$ cat config.mk
export PLATFORM = sky130hd
export DESIGN_NAME = fetch_unit
export DESIGN_NICKNAME = d
export VERILOG_FILES = /design/src/rtl/fetch_unit_pkg.sv /design/src/rtl/fetch_fifo.sv /design/src/rtl/fetch_unit.sv
export SDC_FILE = /design/constraint.sdc
export NUM_CORES = 1
export LEC_CHECK = 0
export CORE_UTILIZATION = 50
export CTS_CLUSTER_DIAMETER = 60
export DETAILED_ROUTE_END_ITERATION = 6
export HOLD_SLACK_MARGIN = 0.03
export PLACE_DENSITY_LB_ADDON = 0.3
export SYNTH_ARGS = -nofsm -noshare
export SYNTH_HDL_FRONTEND = slang
export SYNTH_SLANG_ARGS = --single-unit
$ cat constraint.sdc
create_clock -name clk -period 7.4 [get_ports clk]
set_input_delay 0.74 -clock clk [delete_from_list [all_inputs] [get_ports clk]]
set_output_delay 0.74 -clock clk [all_outputs]
set_load 0.01 [all_outputs]
$ cat src/rtl/fetch_unit_pkg.sv
// fetch_unit_pkg: constants and types shared by the fetch stage.
//   RESET_PC_DEFAULT   default program counter after reset
//   NOP_INST           instruction presented to decode when nothing is buffered
//   *_LSB/*_MSB/*_BIT  instruction field positions, identical to the decoder's
//   fetch_entry_t      one buffered instruction: {pc, word}
//   align_word()       clears the byte-offset bits of an address
package fetch_unit_pkg;

  localparam logic [31:0] RESET_PC_DEFAULT = 32'h0000_0000;
  localparam logic [31:0] NOP_INST         = 32'h0000_0013;  // addi x0, x0, 0

  localparam int OPCODE_LSB = 0;
  localparam int OPCODE_MSB = 6;
  localparam int FUNC3_LSB  = 12;
  localparam int FUNC3_MSB  = 14;
  localparam int FUNC7_BIT  = 30;

  typedef struct packed {
    logic [31:0] pc;
    logic [31:0] word;
  } fetch_entry_t;

  // Masking (rather than slicing) keeps every input bit referenced.
  function automatic logic [31:0] align_word(input logic [31:0] addr);
    return addr & ~32'h0000_0003;
  endfunction

endpackage

$ cat src/rtl/fetch_fifo.sv
// fetch_fifo: small synchronous FIFO with flush.
//   clk, rst_n      clock and asynchronous active-low reset
//   flush           empties the FIFO; overrides push and pop in the same cycle
//   push/push_data  write one entry (ignored when full)
//   pop             discard the head entry (ignored when empty)
//   head_data       current head entry (combinational read, valid when !empty)
//   full/empty      occupancy flags
//   count           number of stored entries, 0..DEPTH
// DEPTH must be a power of two so the pointers wrap on their own.
module fetch_fifo #(
  parameter  int WIDTH = 64,
  parameter  int DEPTH = 2,
  localparam int AW    = (DEPTH > 1) ? $clog2(DEPTH) : 1,
  localparam int CW    = $clog2(DEPTH + 1)
) (
  input  logic             clk,
  input  logic             rst_n,
  input  logic             flush,
  input  logic             push,
  input  logic [WIDTH-1:0] push_data,
  input  logic             pop,
  output logic [WIDTH-1:0] head_data,
  output logic             full,
  output logic             empty,
  output logic [CW-1:0]    count
);

  logic [WIDTH-1:0] mem_reg [DEPTH];
  logic [AW-1:0]    wr_ptr_reg;
  logic [AW-1:0]    rd_ptr_reg;
  logic [CW-1:0]    count_reg;
  logic             do_push;
  logic             do_pop;

  assign full    = (count_reg == CW'(DEPTH));
  assign empty   = (count_reg == '0);
  assign do_push = push && !full && !flush;
  assign do_pop  = pop && !empty && !flush;

  // Storage carries no reset; pointers and count define what is valid.
  always_ff @(posedge clk) begin
    if (do_push) begin
      mem_reg[wr_ptr_reg] <= push_data;
    end
  end

  always_ff @(posedge clk or negedge rst_n) begin
    if (!rst_n) begin
      wr_ptr_reg <= '0;
      rd_ptr_reg <= '0;
      count_reg  <= '0;
    end else if (flush) begin
      wr_ptr_reg <= '0;
      rd_ptr_reg <= '0;
      count_reg  <= '0;
    end else begin
      if (do_push) begin
        wr_ptr_reg <= wr_ptr_reg + AW'(1);
      end
      if (do_pop) begin
        rd_ptr_reg <= rd_ptr_reg + AW'(1);
      end
      if (do_push && !do_pop) begin
        count_reg <= count_reg + CW'(1);
      end else if (!do_push && do_pop) begin
        count_reg <= count_reg - CW'(1);
      end
    end
  end

  assign head_data = mem_reg[rd_ptr_reg];
  assign count     = count_reg;

endmodule

$ cat src/rtl/fetch_unit.sv
// fetch_unit: instruction fetch stage feeding the decoder.
//   clk, rst_n                    clock, asynchronous active-low reset
//   imem_req_valid/ready/addr     word-aligned fetch requests
//   imem_rsp_valid/data           in-order responses, no backpressure
//   redirect_valid/redirect_pc    single-cycle PC override from branch resolution
//   inst_valid/inst_ready         head instruction handshake with decode
//   inst, inst_pc                 head word and its PC (NOP / 0 when empty)
//   opcode, func3, func7          fields sliced from inst
// Requests are capped so that in-flight plus buffered never exceeds DEPTH,
// which is what guarantees the instruction FIFO can always take a response.
module fetch_unit
  import fetch_unit_pkg::*;
#(
  parameter logic [31:0] RESET_PC = RESET_PC_DEFAULT,
  parameter int          DEPTH    = 2
) (
  input  logic        clk,
  input  logic        rst_n,
  output logic        imem_req_valid,
  input  logic        imem_req_ready,
  output logic [31:0] imem_req_addr,
  input  logic        imem_rsp_valid,
  input  logic [31:0] imem_rsp_data,
  input  logic        redirect_valid,
  input  logic [31:0] redirect_pc,
  output logic        inst_valid,
  input  logic        inst_ready,
  output logic [31:0] inst,
  output logic [31:0] inst_pc,
  output logic [6:0]  opcode,
  output logic [2:0]  func3,
  output logic        func7
);

  localparam int CW = $clog2(DEPTH + 1);
  localparam int SW = CW + 1;

  logic [31:0]   pc_reg;
  logic [31:0]   pc_next;
  logic [CW-1:0] inflight_reg;
  logic [CW-1:0] inflight_next;
  logic [CW-1:0] drop_reg;
  logic [CW-1:0] drop_next;

  logic          accept;
  logic          rsp_drop;
  logic          rsp_live;
  logic          consume;
  logic [SW-1:0] outstanding;

  logic [31:0]   tag_pc;
  logic          tag_full;
  logic          tag_empty;
  logic [CW-1:0] tag_count;

  fetch_entry_t  inst_head;
  logic          inst_full;
  logic          inst_empty;
  logic [CW-1:0] inst_count;

  // Request channel: derived from state only. rst_n gating holds the request
  // low during reset and lets the first one go out in the cycle reset lifts.
  assign outstanding    = SW'(inflight_reg) + SW'(inst_count);
  assign imem_req_valid = rst_n && (outstanding < SW'(DEPTH));
  assign imem_req_addr  = pc_reg;

  assign accept   = imem_req_valid && imem_req_ready;
  assign rsp_drop = imem_rsp_valid && (drop_reg != '0);
  assign rsp_live = imem_rsp_valid && (drop_reg == '0);
  assign consume  = inst_valid && inst_ready;

  always_comb begin
    inflight_next = inflight_reg;
    if (accept && !imem_rsp_valid) begin
      inflight_next = inflight_reg + CW'(1);
    end else if (!accept && imem_rsp_valid) begin
      inflight_next = inflight_reg - CW'(1);
    end

    // On redirect everything still outstanding (including a request accepted
    // this very cycle) becomes stale; a response landing this cycle is already
    // excluded from inflight_next, so it is not counted twice.
    drop_next = drop_reg;
    if (redirect_valid) begin
      drop_next = inflight_next;
    end else if (rsp_drop) begin
      drop_next = drop_reg - CW'(1);
    end

    pc_next = pc_reg;
    if (redirect_valid) begin
      pc_next = align_word(redirect_pc);
    end else if (accept) begin
      pc_next = pc_reg + 32'd4;
    end
  end

  always_ff @(posedge clk or negedge rst_n) begin
    if (!rst_n) begin
      pc_reg       <= align_word(RESET_PC);
      inflight_reg <= '0;
      drop_reg     <= '0;
    end else begin
      pc_reg       <= pc_next;
      inflight_reg <= inflight_next;
      drop_reg     <= drop_next;
    end
  end

  // PC tags of live in-flight requests; stale responses never pop it because
  // their tags were discarded by the redirect flush.
  fetch_fifo #(
    .WIDTH (32),
    .DEPTH (DEPTH)
  ) u_tag_fifo (
    .clk       (clk),
    .rst_n     (rst_n),
    .flush     (redirect_valid),
    .push      (accept),
    .push_data (pc_reg),
    .pop       (rsp_live),
    .head_data (tag_pc),
    .full      (tag_full),
    .empty     (tag_empty),
    .count     (tag_count)
  );

  fetch_fifo #(
    .WIDTH ($bits(fetch_entry_t)),
    .DEPTH (DEPTH)
  ) u_inst_fifo (
    .clk       (clk),
    .rst_n     (rst_n),
    .flush     (redirect_valid),
    .push      (rsp_live),
    .push_data ({tag_pc, imem_rsp_data}),
    .pop       (consume),
    .head_data (inst_head),
    .full      (inst_full),
    .empty     (inst_empty),
    .count     (inst_count)
  );

  assign inst_valid = !inst_empty;
  assign inst       = inst_valid ? inst_head.word : NOP_INST;
  assign inst_pc    = inst_valid ? inst_head.pc : 32'h0;
  assign opcode     = inst[OPCODE_MSB:OPCODE_LSB];
  assign func3      = inst[FUNC3_MSB:FUNC3_LSB];
  assign func7      = inst[FUNC7_BIT];

  // Structural invariants of the issue cap and drop bookkeeping.
  a_inst_no_overflow: assert property (@(posedge clk) disable iff (!rst_n)
    !(rsp_live && inst_full));
  a_tag_no_overflow: assert property (@(posedge clk) disable iff (!rst_n)
    !(accept && tag_full));
  a_tag_present: assert property (@(posedge clk) disable iff (!rst_n)
    !(rsp_live && tag_empty));
  a_tag_matches_live: assert property (@(posedge clk) disable iff (!rst_n)
    tag_count == (inflight_reg - drop_reg));
  a_rsp_expected: assert property (@(posedge clk) disable iff (!rst_n)
    !(imem_rsp_valid && (inflight_reg == '0)));

endmodule

### Word level (Yosys, flattened, before mapping)

Memories as Yosys holds them, arrays and structs flattened.
Cells that the tools add are included.

* bits in registers: 44
* bits in writable memories: 192
* input port bits: 70
* word-level logic and storage cells: 95
* memories: 2

* $add $sub $neg: 13
* $lt $le $gt $ge: 1
* equal/unequal tests: 2
* muxes and demuxes: 26
* reduce and logical (&&, ||, !) cells: 42

Memory list
* u_inst_fifo.mem_reg: words 2, width 64, read ports 1, clocked after memory_dff 0, write ports 1, line fetch_fifo.sv:28 `logic [WIDTH-1:0] mem_reg [DEPTH];`
* u_tag_fifo.mem_reg: words 2, width 32, read ports 1, clocked after memory_dff 0, write ports 1, line fetch_fifo.sv:28

Operators with widths (number)
* $mux W32: 4
* $add A32 B3 Y32 const B: 1
* $mux W2: 10
* $logic_and A1 B1 Y1: 19
* $reduce_bool A2 Y1: 7
* $mux W1: 12
* $logic_not A1 Y1: 11
* $sub A2 B1 Y2 const B: 4
* $add A2 B1 Y2 const B: 3
* $logic_not A2 Y1: 3
* $reduce_bool A3 Y1: 2
* $add A1 B1 Y1 const B: 4
* $eq A2 B2 Y1 const B: 2
* $add A2 B2 Y3: 1
* $lt A3 B2 Y1 const B: 1

### Depth between registers and ports, before layout

Gate-level depths: netlist of the first run.

* depth in word-level cells: 11
* gate-level depth with buffers: 7

### Cells and area by module

Synthesis of the first run repeated with hierarchy kept, for this count alone.

* cell total of the unflattened synthesis: 665
* area total of the unflattened synthesis: 9927.0 µm²

By module, submodules not included
* fetch_fifo at u_inst_fifo: times used 1, cells an instance 224, area each 4819.6 µm², seq. area each 3943.8 µm²
* fetch_unit: times used 1, cells an instance 316, area each 2586.2 µm², seq. area each 850.8 µm²
* fetch_fifo at u_tag_fifo: times used 1, cells an instance 125, area each 2521.2 µm², seq. area each 2021.9 µm²

### Worst setup path before layout of the first run

Ideal clock, no wire load.

* path kind: input port to flip-flop
* from: input redirect_valid
* to: memory u_inst_fifo.mem_reg[1][0] (enable)
* library setup time: 0.571 ns
* arrival: 5.659 ns
* path slack: 1.170 ns
* stages on the path: 3
* path through: clkbuf_1 > clkbuf_1 > nor3b_1

* cells in the longest elaborated chain, start to end: 4

RTL lines
* start: declaration: line fetch_unit.sv:24 `input logic redirect_valid,`
* $logic_not A1 Y1: line fetch_fifo.sv:37 `assign do_push = push && !full && !flush;`
* $logic_and A1 B1 Y1: line fetch_fifo.sv:37
* $mux W1: line fetch_fifo.sv:42 `if (do_push) begin`
* $mux W1 (implied by the code): line fetch_fifo.sv:43 `mem_reg[wr_ptr_reg] <= push_data;`
* end: declaration: line fetch_fifo.sv:28

Every way passes these cells.

### Worst setup path after layout of the first run

* from: register u_inst_fifo.count_reg[0], in the netlist u_inst_fifo.count[0]
* to: memory u_tag_fifo.mem_reg[2][2], in the netlist u_tag_fifo.mem_reg[1][2] (enable)

* cells in the longest elaborated chain, start to end: 8

RTL lines
* start: declaration: line fetch_fifo.sv:31 `logic [CW-1:0] count_reg;`
* start signal: assignment: line fetch_fifo.sv:64 `count_reg <= count_reg + CW'(1);`
* start signal: assignment: line fetch_fifo.sv:66 `count_reg <= count_reg - CW'(1);`
* $add A2 B2 Y3: line fetch_unit.sv:63 `assign outstanding = SW'(inflight_reg) + SW'(inst_count);`
* $lt A3 B2 Y1: line fetch_unit.sv:64 `assign imem_req_valid = rst_n && (outstanding < SW'(DEPTH));`
* $logic_and A1 B1 Y1: line fetch_unit.sv:64
* $logic_and A1 B1 Y1: line fetch_unit.sv:67 `assign accept = imem_req_valid && imem_req_ready;`
* $logic_and A1 B1 Y1 (2 in series): line fetch_fifo.sv:37
* $mux W1: line fetch_fifo.sv:42
* $mux W1 (implied by the code): line fetch_fifo.sv:43
* end: declaration: line fetch_fifo.sv:28

Every way passes these cells.

==> flow_metrics.env, run 1 <==
export IMPL_status="complete, but fails checks"
export IMPL_violations="DRC"
export IMPL_grt_ovfl_total=0
export IMPL_cp_data_required_time_ns=7.55
export IMPL_num_vias=5882
export IMPL_ys_flop_type="edfxtp_1"
export IMPL_ys_seq_elements=226
export IMPL_grtUsageMet2=0.363
export IMPL_fin_skew_ns=0.0121
export IMPL_fin_nets=884
export IMPL_worst_slew_pin_slew_ns=1.15
export IMPL_cts_buffers=23
export IMPL_clk_pin_slew_ns=0.06
export IMPL_finalWirelength_microns=19900
export IMPL_final_max_slew_viol_count=0
export IMPL_synthMostInstantiatedCell="edfxtp_1"
export IMPL_die_area_sq_mm=0.0193
export IMPL_cp_cell_sequence="and2_1 > fa_1 > and4bb_2 > o21ai_0 > nor3b_2 > buf_4"
export IMPL_row_count=49
export IMPL_power_density_mw_per_mm2=271
export IMPL_io_pins=179
export IMPL_drc=15
export IMPL_synth_commonest_cells="edfxtp_1 (184), nor2_1 (81), mux2i_1 (64)"
export IMPL_grt_pass1_vias=6058
export IMPL_end_kind="register"
export IMPL_seq_area_sq_mm=0.00658
export IMPL_drt_initial_drc_count=424
export IMPL_synth_distinct_cells=43
export IMPL_yosys_top_cells_area="edfxtp_1 (59%), dfrtp_1 (11%), mux2i_1 (6.9%)"
export IMPL_n_fill_cell=1319
export IMPL_clock_path_buffers=3
export IMPL_post_cts_buffers=0
export IMPL_clk_latency_ns=0.49
export IMPL_drtAntennaViolNets=0
export IMPL_htree_levels=1
export IMPL_setup_tns_ns=0
export IMPL_p_leak_uw=0.00397
export IMPL_avgSynthCellArea_sq_um=14.5
export IMPL_port_buffer_count=172
export IMPL_hold_viol=0
export IMPL_drive_gt1_frac=0.108
export IMPL_drv_cap=0
export IMPL_critPathMaxFanout=23
export IMPL_areaGrowthSynthToFinish_pct=28.1
export IMPL_synth_cells=647
export IMPL_period_needed_ns=3.47
export IMPL_dpl_hpwl_microns=12900
export IMPL_coreArea_sq_mm=0.0181
export IMPL_cts_sinks=226
export IMPL_postCtsHoldBufs=0
export IMPL_use_met1=0.266
export IMPL_rsz0062_at_grt="false"
export IMPL_ys_warn_count=0
export IMPL_synth_top_area_share=0.591
export IMPL_start_util=0.515
export IMPL_largest_reg_flops=124
export IMPL_syn_area_sq_mm=0.00935
export IMPL_antenna_found_initial=0
export IMPL_arrival_ns=3.62
export IMPL_multi_input_area_sq_mm=0.00256
export IMPL_fin_crit_sh=0.469
export IMPL_die_w_microns=139
export IMPL_place_gp_congestion=0.820
export IMPL_whs_ns=0.434
export IMPL_grt_usage=0.207
export IMPL_ir_worst_vdd_v=0.000182
export IMPL_crit_type="register to register"
export IMPL_n_antenna_cell=0
export IMPL_yosysTopAreaCell="edfxtp_1"
export IMPL_synth_edf_count=184
export IMPL_routed_via_density=5.57
export IMPL_reg2reg_depth=6
export IMPL_finalSetupViolCount=0
export IMPL_grt_pass1_wl_microns=31400
export IMPL_slowest_stage="nor3b_2"
export IMPL_async_flop_share=0.186
export IMPL_maxSlewHeadroom=0.236
export IMPL_power_uw=3250
export IMPL_holdCritPathClass="input pin to async pin"
export IMPL_firstDrtPassIters=7
export IMPL_setup_worst_path_start_class="register"
export IMPL_ctsRootBufferMaster="clkbuf_16"
export IMPL_max_stage_delay_ns=0.62
export IMPL_ctsResizeCount=0
export IMPL_dieHeight_microns=139
export IMPL_grt_max_degree=64
export IMPL_fmax_mhz=288
export IMPL_yosysSeqAreaShare=0.703
export IMPL_grt_busiest_layer="met2"
export IMPL_grtUsageMet3=0.0307
export IMPL_tritoncts="built"
export IMPL_avgRoutedWirePerCell_microns=18.8
power breakdown:
group / internal [uW] / switching (uW) / leakage (uW)
combinational: 273 / 262 / 0.00143
sequential: 1490 / 90.3 / 0.00217
clock: 673 / 454 / 0.000366
total: 2440 / 806 / 0.00397
layout by cell type (no fill, tap or decap), drive strengths merged, types with 20 or more instances in the layout:
master,instances
clkbuf,25
clkdlybuf4s50,171
dfrtp,42
edfxtp,184
mux2,31
mux2i,64
nand2,35
nor2,81
o21ai,20
through the flow:
| step | setup WS (ns) | instances | cell area, sq um | util |
|---|---|---|---|---|
| 4_1_cts | 3.93 | 1056 | 12000 | 0.660 |
| 6_report | 3.93 | 1056 | 12000 | 0.660 |
| 5_1_grt | 3.66 | 1056 | 12000 | 0.660 |
| 3_5_place_dp | 3.42 | 1015 | 11200 | 0.619 |
| 2_1_floorplan | 1.17 | 650 | 9360 | - |
| 3_3_place_gp | 3.57 | 1015 | 11200 | 0.619 |
worst max-delay path, delay by kind of cell, from the launching register on:
family / cells / cell delay, ns
buf+inv: 1 / 0.44
fa+ha+maj: 1 / 0.50
simple gates: 3 / 1.39
flops: 1 / 0.46
compound gates: 1 / 0.33
final timing paths:
| path | startpoint | end | slack, ns |
|---|---|---|---|
| worst min register to register | inflight_reg[1]$_DFF_PN0_ | inflight_reg[1]$_DFF_PN0_ | 0.55 |
| worst min-delay path | rst_n | drop_reg[0]$_DFFE_PN0P_ | 0.43 |
| worst max register to register | u_inst_fifo.count[0]$_DFFE_PN0P_ | u_tag_fifo.mem_reg[1][2]$_DFFE_PP_ | 3.93 |
| worst max-delay path | u_inst_fifo.count[0]$_DFFE_PN0P_ | u_tag_fifo.mem_reg[1][2]$_DFFE_PP_ | 3.93 |
| min in group clk | inflight_reg[1]$_DFF_PN0_ | inflight_reg[1]$_DFF_PN0_ | 0.55 |
| max in group asynchronous | rst_n | u_inst_fifo.rd_ptr_reg$_DFFE_PN0P_ | 6.20 |
area by class of cell:
cell class / instances / area share
Clock buffer: 25 / 0.0487
Multi-Input combinational cell: 371 / 0.214
Inverter: 8 / 0.00251
Timing Repair Buffer: 181 / 0.149
Tap cell: 229 / 0.0239
Clock inverter: 16 / 0.0131
Sequential cell: 226 / 0.549
metal layers:
layer	vias up	wire, microns
met4	0	299
met3	24	1490
met2	237	10100
li1	2738	-
met5	-	0
met1	2883	8000
cell families after synthesis:
kind of cell / share of synthesized area
AO/OA/AOI/OAI: 0.0397
XOR/XNOR: 0.0159
adder cells (fa/ha/maj): 0.00482
buffers and inverters: 0.0274
flip-flops: 0.703
multiplexers: 0.106
other: 0.000401
AND/OR/NAND/NOR: 0.103
No activity file was read; power rests on OpenSTA's default activity.
==> inputs of run 2 (changes only) <==
--- a/config.mk
+++ b/config.mk
@@ -5,7 +5,7 @@
 export SDC_FILE = /design/constraint.sdc
 export NUM_CORES = 1
 export LEC_CHECK = 0
-export CORE_UTILIZATION = 50
+export CORE_UTILIZATION = 47
 export CTS_CLUSTER_DIAMETER = 60
 export DETAILED_ROUTE_END_ITERATION = 6
 export HOLD_SLACK_MARGIN = 0.03
==> constraint.sdc (replaced) <==
create_clock -name clk -period 3 [get_ports clk]
set_input_delay 0.3 -clock clk [delete_from_list [all_inputs] [get_ports clk]]
set_output_delay 0.3 -clock clk [all_outputs]
set_load 0.01 [all_outputs]
==> run 2 against run 1 <==
Net effect:
- the run now ends clean
- critical path type unchanged
- register-to-register slack worse by 3.8 ns
- largest power group unchanged
- flip-flop and latch count stayed put
- largest cell class unchanged
- global-route usage is 0.64 points lower
- setup slack worse by 3.8 ns
- sequential share of layout area is 0.49 points lower
- via count is 2.2% higher
==> flow_metrics.env, run 2 (synthesis results as in run 1) <==
export IMPL_final_common_cell="edfxtp_1"
export IMPL_crit_type="register to register"
export IMPL_tritoncts="built"
export IMPL_finalSetupViolCount=0
export IMPL_place_gp_congestion=0.815
export IMPL_grt_ovfl_total=0
export IMPL_fin_nets=894
export IMPL_dpl_hpwl_microns=13500
export IMPL_critPathLaunch="u_inst_fifo.count[0]$_DFFE_PN0P_"
export IMPL_avgRoutedWirePerCell_microns=18.6
export IMPL_start_util=0.480
export IMPL_p_leak_uw=0.00400
export IMPL_critPathMaxFanout=10
export IMPL_dieHeight_microns=143
export IMPL_r2r_setup_slack_ns=0.12
export IMPL_cts_sinks=226
export IMPL_fmax_mhz=347
export IMPL_routed_via_density=5.46
export IMPL_antenna_found_initial=0
export IMPL_grt_pass1_vias=6028
export IMPL_die_w_microns=143
export IMPL_hold_viol=0
export IMPL_rsz0062_at_grt="false"
export IMPL_period_needed_ns=2.88
export IMPL_grt_pass1_wl_microns=31400
export IMPL_n_fill_cell=1447
export IMPL_fin_crit_sh=0.960
export IMPL_clock_path_buffers=3
export IMPL_ir_worst_vdd_v=0.000384
export IMPL_timing_rr_start="u_inst_fifo.count[0]$_DFFE_PN0P_"
export IMPL_htree_levels=1
export IMPL_setup_tns_ns=0
export IMPL_areaGrowthSynthToFinish_pct=29.2
export IMPL_most_common_layout_cells="edfxtp_1 (184), clkdlybuf4s50_1 (170), nor2_1 (80)"
export IMPL_worst_slew_pin_slew_ns=0.630
export IMPL_clk_latency_ns=0.50
export IMPL_drv_cap=0
export IMPL_die_area_sq_mm=0.0205
export IMPL_power_uw=7840
export IMPL_drtAntennaViolNets=0
export IMPL_setup_worst_path_start_class="register"
export IMPL_arrival_ns=3.29
export IMPL_status="complete, no violations"
export IMPL_ctsRootBufferMaster="clkbuf_16"
export IMPL_cp_data_required_time_ns=3.41
export IMPL_clk_pin_slew_ns=0.06
export IMPL_post_cts_buffers=0
export IMPL_drive_gt1_frac=0.116
export IMPL_power_density_mw_per_mm2=648
export IMPL_grt_usage=0.200
export IMPL_drc=0
export IMPL_finalWirelength_microns=20500
export IMPL_drt_initial_drc_count=308
export IMPL_fin_skew_ns=0.0145
export IMPL_final_max_slew_viol_count=0
export IMPL_hp_start="redirect_valid"
export IMPL_holdCritPathClass="input pin to register"
export IMPL_firstDrtPassIters=5
export IMPL_row_count=51
export IMPL_num_vias=6013
export IMPL_io_pins=179
export IMPL_port_buffer_count=172
export IMPL_end_kind="register"
export IMPL_coreArea_sq_mm=0.0195
export IMPL_cts_buffers=22
export IMPL_grt_max_degree=39
export IMPL_largest_reg_flops=124
export IMPL_n_antenna_cell=0
export IMPL_maxSlewHeadroom=0.580
[run 2: changes by cell type in the layout (fill, tap and decap cells not counted), moves of 3 or more]
cell / previous run / this run
clkinv_1: 4 / 1
buf_4: 9 / 18
bufinv_16: 3 / 0
clkbuf_1: 2 / 9
clkbuf_8: 0 / 3
clkinv_2: 7 / 3
[run 2: what timing repair did]
| item | CTS | global route |
|---|---|---|
| endpoints found under the hold margin | 42 | 0 |
| resized for setup | 0 | 0 |
| hold buffers | 1 | 0 |
[run 2: path summary, 6_finish.rpt]
check | end | cells after the start
min reg2reg | u_inst_fifo.mem_reg[1][36]$_DFFE_PP_ | 1
max reg2reg | imem_req_addr[27]$_DFFE_PN0N_ | 6
min | u_tag_fifo.wr_ptr_reg$_DFFE_PN0P_ | 2
max | imem_req_addr[27]$_DFFE_PN0N_ | 6
min in group asynchronous | imem_req_addr[30]$_DFFE_PN0N_ | 3
max in group asynchronous | imem_req_addr[23]$_DFFE_PN0N_ | 3
[run 2: cell type report]
cell class / instances / area, sq um / share of cell area
Sequential cell: 226 / 6580 / 0.544
Timing Repair Buffer: 192 / 1880 / 0.155
Clock inverter: 5 / 27.5 / 0.00228
Tap cell: 265 / 332 / 0.0274
Inverter: 8 / 30.0 / 0.00248
Multi-Input combinational cell: 371 / 2590 / 0.214
Clock buffer: 35 / 651 / 0.0538
[run 2: routing by layer]
layer / vias up / GRT usage / wire length (microns)
met5: - / 0 / 0
met4: 0 / 0.0560 / 245
met3: 21 / 0.0355 / 1450
met2: 235 / 0.358 / 10500
met1: 3000 / 0.248 / 8240
li1: 2757 / - / -
[run 2: per-stage QoR]
stage	worst slack, ns	hold slack (ns)	std cells	instance area, sq um	util
global placement	0.235	0.380	1061	11400	0.586
detailed placement	0.194	0.383	1061	11400	0.586
finish	0.121	0.263	1102	12100	0.621
floorplan	0.0404	0.00441	650	9420	-
CTS	0.163	0.251	1102	12100	0.621
global route	0.0460	0.271	1102	12100	0.621
[run 2: critical path, stage by stage, from the launching register on]
cell and delay [ns]:
dfrtp_1 0.46, and2_1 0.18, fa_1 0.49, nand4bb_4 0.22, or4_1 0.71, or4_1 0.55, a31oi_1 0.18
[run 2: where the power goes]
| part | switching, uW | internal (uW) |
|---|---|---|
| clock network | 1080 | 1490 |
| registers | 200 | 3690 |
| logic | 691 | 695 |
